[config.mk]
export PLATFORM = sky130hd
export DESIGN_NAME = spi_controller
export DESIGN_NICKNAME = d
export VERILOG_FILES = /design/src/rtl/spi_controller.sv
export SDC_FILE = /design/constraint.sdc
export NUM_CORES = 1
export LEC_CHECK = 0
export ABC_AREA = 1
export CAP_MARGIN = 20
export CORE_MARGIN = 2
export CORE_UTILIZATION = 45
export CTS_CLUSTER_DIAMETER = 150
export DETAILED_ROUTE_END_ITERATION = 8
export DONT_BUFFER_PORTS = 1
export GPL_TIMING_DRIVEN = 0
export SLEW_MARGIN = 20
export SYNTH_ARGS = -nofsm -noshare
export SYNTH_HDL_FRONTEND = slang
export SYNTH_SLANG_ARGS = --single-unit
[constraint.sdc]
create_clock -name clk -period 1.3 [get_ports clk]
set_input_delay 0.26 -clock clk [delete_from_list [all_inputs] [get_ports clk]]
set_output_delay 0.26 -clock clk [all_outputs]
set_load 0.03 [all_outputs]
[src/rtl/spi_controller.sv]
// SPI mode-0 host: frames {rw, addr[6:0], data[7:0]} MSB-first on COPI under nCS, SCLK idles low.
// One command per valid/ready handshake; cmd_ready only in IDLE; all outputs registered off clk.
module spi_controller #(
  parameter int CLK_DIV  = 4,
  parameter int CS_SETUP = 2,
  parameter int CS_HOLD  = 2,
  parameter int IDLE_GAP = 4
) (
  input  logic       clk,
  input  logic       rst,
  input  logic       cmd_valid,
  output logic       cmd_ready,
  input  logic       cmd_write,
  input  logic [6:0] cmd_addr,
  input  logic [7:0] cmd_data,
  output logic       busy,
  output logic       done,
  output logic       SCLK,
  output logic       COPI,
  output logic       nCS
);

  localparam int MAX_A = (CLK_DIV > CS_SETUP) ? CLK_DIV : CS_SETUP;
  localparam int MAX_B = (CS_HOLD > IDLE_GAP) ? CS_HOLD : IDLE_GAP;
  localparam int MAX_P = (MAX_A > MAX_B) ? MAX_A : MAX_B;
  localparam int CW    = $clog2(MAX_P + 1);

  localparam logic [CW-1:0] CNT_ONE    = CW'(1);
  localparam logic [CW-1:0] SETUP_LAST = CW'(CS_SETUP - 1);
  localparam logic [CW-1:0] HALF_LAST  = CW'(CLK_DIV - 1);
  localparam logic [CW-1:0] HOLD_LAST  = CW'(CS_HOLD - 1);
  localparam logic [CW-1:0] GAP_LAST   = CW'(IDLE_GAP - 1);

  typedef enum logic [2:0] {
    IDLE  = 3'd0,
    SETUP = 3'd1,
    SHIFT = 3'd2,
    HOLD  = 3'd3,
    GAP   = 3'd4
  } state_t;

  state_t        state_q, state_d;
  logic [CW-1:0] cnt_q, cnt_d;
  logic [3:0]    bit_q, bit_d;
  logic [15:0]   shreg_q, shreg_d;
  logic          sclk_q, sclk_d;
  logic          copi_q, copi_d;
  logic          ncs_q, ncs_d;
  logic          busy_q, busy_d;
  logic          done_q, done_d;
  logic          ready_q, ready_d;

  always_comb begin
    state_d = state_q;
    cnt_d   = cnt_q;
    bit_d   = bit_q;
    shreg_d = shreg_q;
    sclk_d  = sclk_q;
    copi_d  = copi_q;
    ncs_d   = ncs_q;
    busy_d  = busy_q;
    done_d  = 1'b0;
    ready_d = ready_q;

    case (state_q)
      IDLE: begin
        if (cmd_valid && ready_q) begin
          state_d = SETUP;
          shreg_d = {cmd_write, cmd_addr, cmd_data};
          copi_d  = cmd_write;
          ncs_d   = 1'b0;
          busy_d  = 1'b1;
          ready_d = 1'b0;
          cnt_d   = '0;
        end else begin
          ready_d = 1'b1;
        end
      end
      SETUP: begin
        if (cnt_q == SETUP_LAST) begin
          state_d = SHIFT;
          cnt_d   = '0;
          bit_d   = 4'd15;
        end else begin
          cnt_d = cnt_q + CNT_ONE;
        end
      end
      SHIFT: begin
        if (cnt_q == HALF_LAST) begin
          cnt_d = '0;
          if (!sclk_q) begin
            sclk_d = 1'b1;
          end else begin
            sclk_d = 1'b0;
            // Bit 0's falling edge ends the frame; COPI keeps bit 0 through HOLD.
            if (bit_q == 4'd0) begin
              state_d = HOLD;
            end else begin
              bit_d   = bit_q - 4'd1;
              shreg_d = {shreg_q[14:0], 1'b0};
              copi_d  = shreg_q[14];
            end
          end
        end else begin
          cnt_d = cnt_q + CNT_ONE;
        end
      end
      HOLD: begin
        if (cnt_q == HOLD_LAST) begin
          state_d = GAP;
          cnt_d   = '0;
          ncs_d   = 1'b1;
          copi_d  = 1'b0;
          done_d  = 1'b1;
        end else begin
          cnt_d = cnt_q + CNT_ONE;
        end
      end
      GAP: begin
        if (cnt_q == GAP_LAST) begin
          state_d = IDLE;
          cnt_d   = '0;
          busy_d  = 1'b0;
          ready_d = 1'b1;
        end else begin
          cnt_d = cnt_q + CNT_ONE;
        end
      end
      default: begin
        state_d = IDLE;
      end
    endcase
  end

  always_ff @(posedge clk) begin
    if (rst) begin
      state_q <= IDLE;
      cnt_q   <= '0;
      bit_q   <= '0;
      shreg_q <= '0;
      sclk_q  <= 1'b0;
      copi_q  <= 1'b0;
      ncs_q   <= 1'b1;
      busy_q  <= 1'b0;
      done_q  <= 1'b0;
      ready_q <= 1'b0;
    end else begin
      state_q <= state_d;
      cnt_q   <= cnt_d;
      bit_q   <= bit_d;
      shreg_q <= shreg_d;
      sclk_q  <= sclk_d;
      copi_q  <= copi_d;
      ncs_q   <= ncs_d;
      busy_q  <= busy_d;
      done_q  <= done_d;
      ready_q <= ready_d;
    end
  end

  assign cmd_ready = ready_q;
  assign busy      = busy_q;
  assign done      = done_q;
  assign SCLK      = sclk_q;
  assign COPI      = copi_q;
  assign nCS       = ncs_q;

endmodule

==> summary.txt <==
Run status
  – Outcome: finished, violations left
  – Failing checks: setup timing

Timing
  – Endpoints failing setup: 22
  – Fmax achieved: 699 MHz
  – Worst Slack Setup Final: -131 ps
  – Slew HR: 65.5%
  – Final hold viol count: 0
  – Worst hold slack: 199 ps
  – Crit path time final: 1430 ps
  – Fin. max-slew vios: 0
  – Measured slew at the worst slew-check pin: 517 ps
  – Unrepaired setup endpoints after global routing: true
  – Tcrit/Tclk final: 110%
  – Final setup skew: 5.14 ps

Synthesis
  – EDFF count, synth: 0
  – Netlist cell types: 22
  – Most used flip-flop cell after synthesis: dfxtp_1
  – Synth top area cells: dfxtp_1 (36%), nand2_1 (18%), nor2_1 (11%)
  – Syn avg cell area: 6.33 um2
  – #FFs+latches synth: 31
  – Post-Synthesis Cells: 271
  – Synth Cell Area: 1720 um2
  – Synth area leader: dfxtp_1
  – Synth top cells by count: nand2_1 (80), nor2_1 (49), inv_1 (34), dfxtp_1 (31), o21ai_0 (19)
  – Fraction of registers with async set/reset: 0%
  – Most frequent cell after synthesis: nand2_1
  – Net Count, Synth: 295
  – Area share of the largest cell type after synthesis: 36.2%
  – Post-synthesis sequential area ratio: 36.2%
  – YS warnings: 0

Finish
  – Fin nets: 322
  – Inserted Diodes: 0
  – Fill count: 344
  – Post-route cell area: 2300 um2
  – Cell Count, Final, Fillers Out: 346
  – Syn-to-layout area delta: 34.4%
  – Layout cell share with drive strength beyond 1: 29.5%

Setup path
  – Worst Path Max Fanout: 5
  – Required @ worst endpoint: 1470 ps
  – Critical Path Sink Type: flop
  – Worst EP arrival: 1600 ps
  – Worst Setup SP: state_q[2]
  – RR Startpoint: state_q[2]
  – Kind of critical path: reg2reg
  – Startpoint types: flop
  – Highest-delay cell along the critical path: dfxtp_4
  – Worst path bufs/invs: 3
  – Largest stage delay, worst path: 380 ps
  – CP top delay family: simple AND/OR/NAND/NOR gates
  – Worst path cell trace: inv_4 -> nand2_4 -> nor2_4 -> nand2_4 -> nand2_4 -> nand3_4 -> buf_6 -> clkbuf_16 -> nor2_1 -> nor2_1
  – CP most frequent cell: nand2_4

Clock tree
  – Post-CTS Hold Fix Bufs: 0
  – CTS sink cnt: 31
  – TritonCTS clock tree: built
  – Clock-pin slew on the worst setup and hold paths: 60 ps
  – Clock root cell: clkbuf_8
  – Clock buffer depth: 2
  – Htree depth: 2
  – Total CTS buffers: 5
  – Worst-Skew Late Latency: 270 ps

Floorplanning
  – Placeable Area: 3660 um2
  – Rows: 22
  – Chip height: 65.7 um
  – Die area: 4320 um2
  – Die width: 65.7 um
  – # IOs: 25
  – Initial core utilization: 46.9%

Global route
  – Vias in the first global route: 1570
  – Initial antenna violation count: 0
  – Largest net degree at the start of global routing: 11
  – First-pass GRT wire length: 7030 um
  – GRT Overall Usage: 21.2%
  – Grt ovf: 0

Worst hold path
  – Hold Path Class: in2reg
  – Hold_sp: rst

Power
  – PwrDens: 2820 nW/um2
  – Leakage power: 1.09 nW
  – Worst vdd ir: 1410 uV

Drt
  – Vias per cell: 4.79
  – WL/cell: 11.9 um
  – DR pass1 iterations: 7
  – Detailed-route DRC error count: 0
  – DRT iter0 DRCs: 64
  – Final wirelength: 4130 um
  – Antenna Nets Post-Route: 0
  – Vias post-DR: 1656

Placement
  – HPWL Detailed: 2740 um
  – IO Port Bufs: 0
  – Dpl cells: 319
  – RePlAce Congestion: 0.790
  – Placed cell area: 1800 um2

Job
  – Max Cap Violations: 0
registers in the layout (all words and copies together) (netlist names):
name	count
shreg_q	15
cmd_ready	1
COPI	1
nCS	1
busy	1
state_q	3
bit_q	4
cnt_q	3
SCLK	1
done	1
layout by cell type (no fill, tap or decap):
cell       synthesis  layout
nand2_1           80      63
nor2_1            49      38
inv_1             34      32
dfxtp_1           31      23
o21ai_0           19      17
buf_4              2      16
nand2_2            2      13
a21oi_1           12      12
nand3_1           12      10
nor2_2             0       9
nand2_4            0       6
clkbuf_8           0       6
dfxtp_2            0       4
nor2_4             2       4
buf_6              2       4
nand3_4            0       4
ha_1               5       4
dfxtp_4            0       4
inv_2              2       3
buf_8              0       3
clkbuf_1           4       3
buf_12             0       3
nand3_2            4       2
a31oi_1            2       2
nand3b_1           2       2
o21ai_2            0       2
inv_4              0       1
o211a_1            1       1
and2_1             1       1
nand4_1            1       1
nor3_2             0       1
nor3_1             2       1
ha_4               0       1
clkinv_2           0       1
clkbuf_16          0       1
power by group:
group,leakage (nW),total [mW],internal (mW),switching [mW]
Sequential,0.259,1.55,1.32,0.225
Combinational,0.787,4.21,1.95,2.26
Clock,0.0470,0.742,0.414,0.328
Total,1.09,6.50,3.68,2.81
per-layer routing:
metal  part of all wire [%]  GRT usage, %  wire length (um)
met1                     48          27.7              1980
met2                     47          35.0              1930
met3                    5.1          5.82               209
met4                   0.27          3.91                11
met5                      0             0                 0
cell type report:
cell class / instances / area (um2) / area share (%)
sequential: 31 / 641 / 27.8
clock inverter: 1 / 5.00 / 0.217
multi-input combinational: 194 / 1070 / 46.5
tap: 48 / 60.1 / 2.61
inverter: 36 / 138 / 5.97
buffer: 10 / 93.8 / 4.07
timing repair buffer: 20 / 213 / 9.23
clock buffer: 6 / 82.6 / 3.58
worst paths after layout:
path	to	slack (ps)	cells past startpoint
max	shreg_q[13]	-130	10
max reg2reg	shreg_q[13]	-130	10
min	busy	200	2
min reg2reg	cnt_q[1]	490	2
per-stage QoR:
| step | TNS, ps | util, % | setup WS [ps] | total power, mW |
|---|---|---|---|---|
| 2_1_floorplan | -199 | - | -26.7 | 3.66 |
| 3_3_place_gp | -5940 | 49.2 | -316 | 4.16 |
| 3_5_place_dp | -6000 | 49.2 | -309 | 4.18 |
| 4_1_cts | -1900 | 58.1 | -118 | 5.80 |
| 5_1_grt | -4020 | 63.0 | -216 | 7.10 |
| 6_report | -1900 | 63.0 | -131 | 6.50 |
kinds of logic after synthesis:
logic type | Yosys count | share of synthesized area [%]
compound gates | 34 | 10.4
simple gates | 155 | 38.3
fa+ha+maj | 5 | 3.65
buf+inv | 46 | 11.5
flops | 31 | 36.2
repair_timing:
action / 4_1_cts / 5_1_grt
endpoints found under the setup margin: 26 / 28
gates resized for setup: 33 / 32
hold endpoints to repair: 0 / 0
cloned: 0 / 1
pin swaps: 14 / 17
setup buffers: 14 / 5
Note: power is estimated with default switching activity, not from simulation.
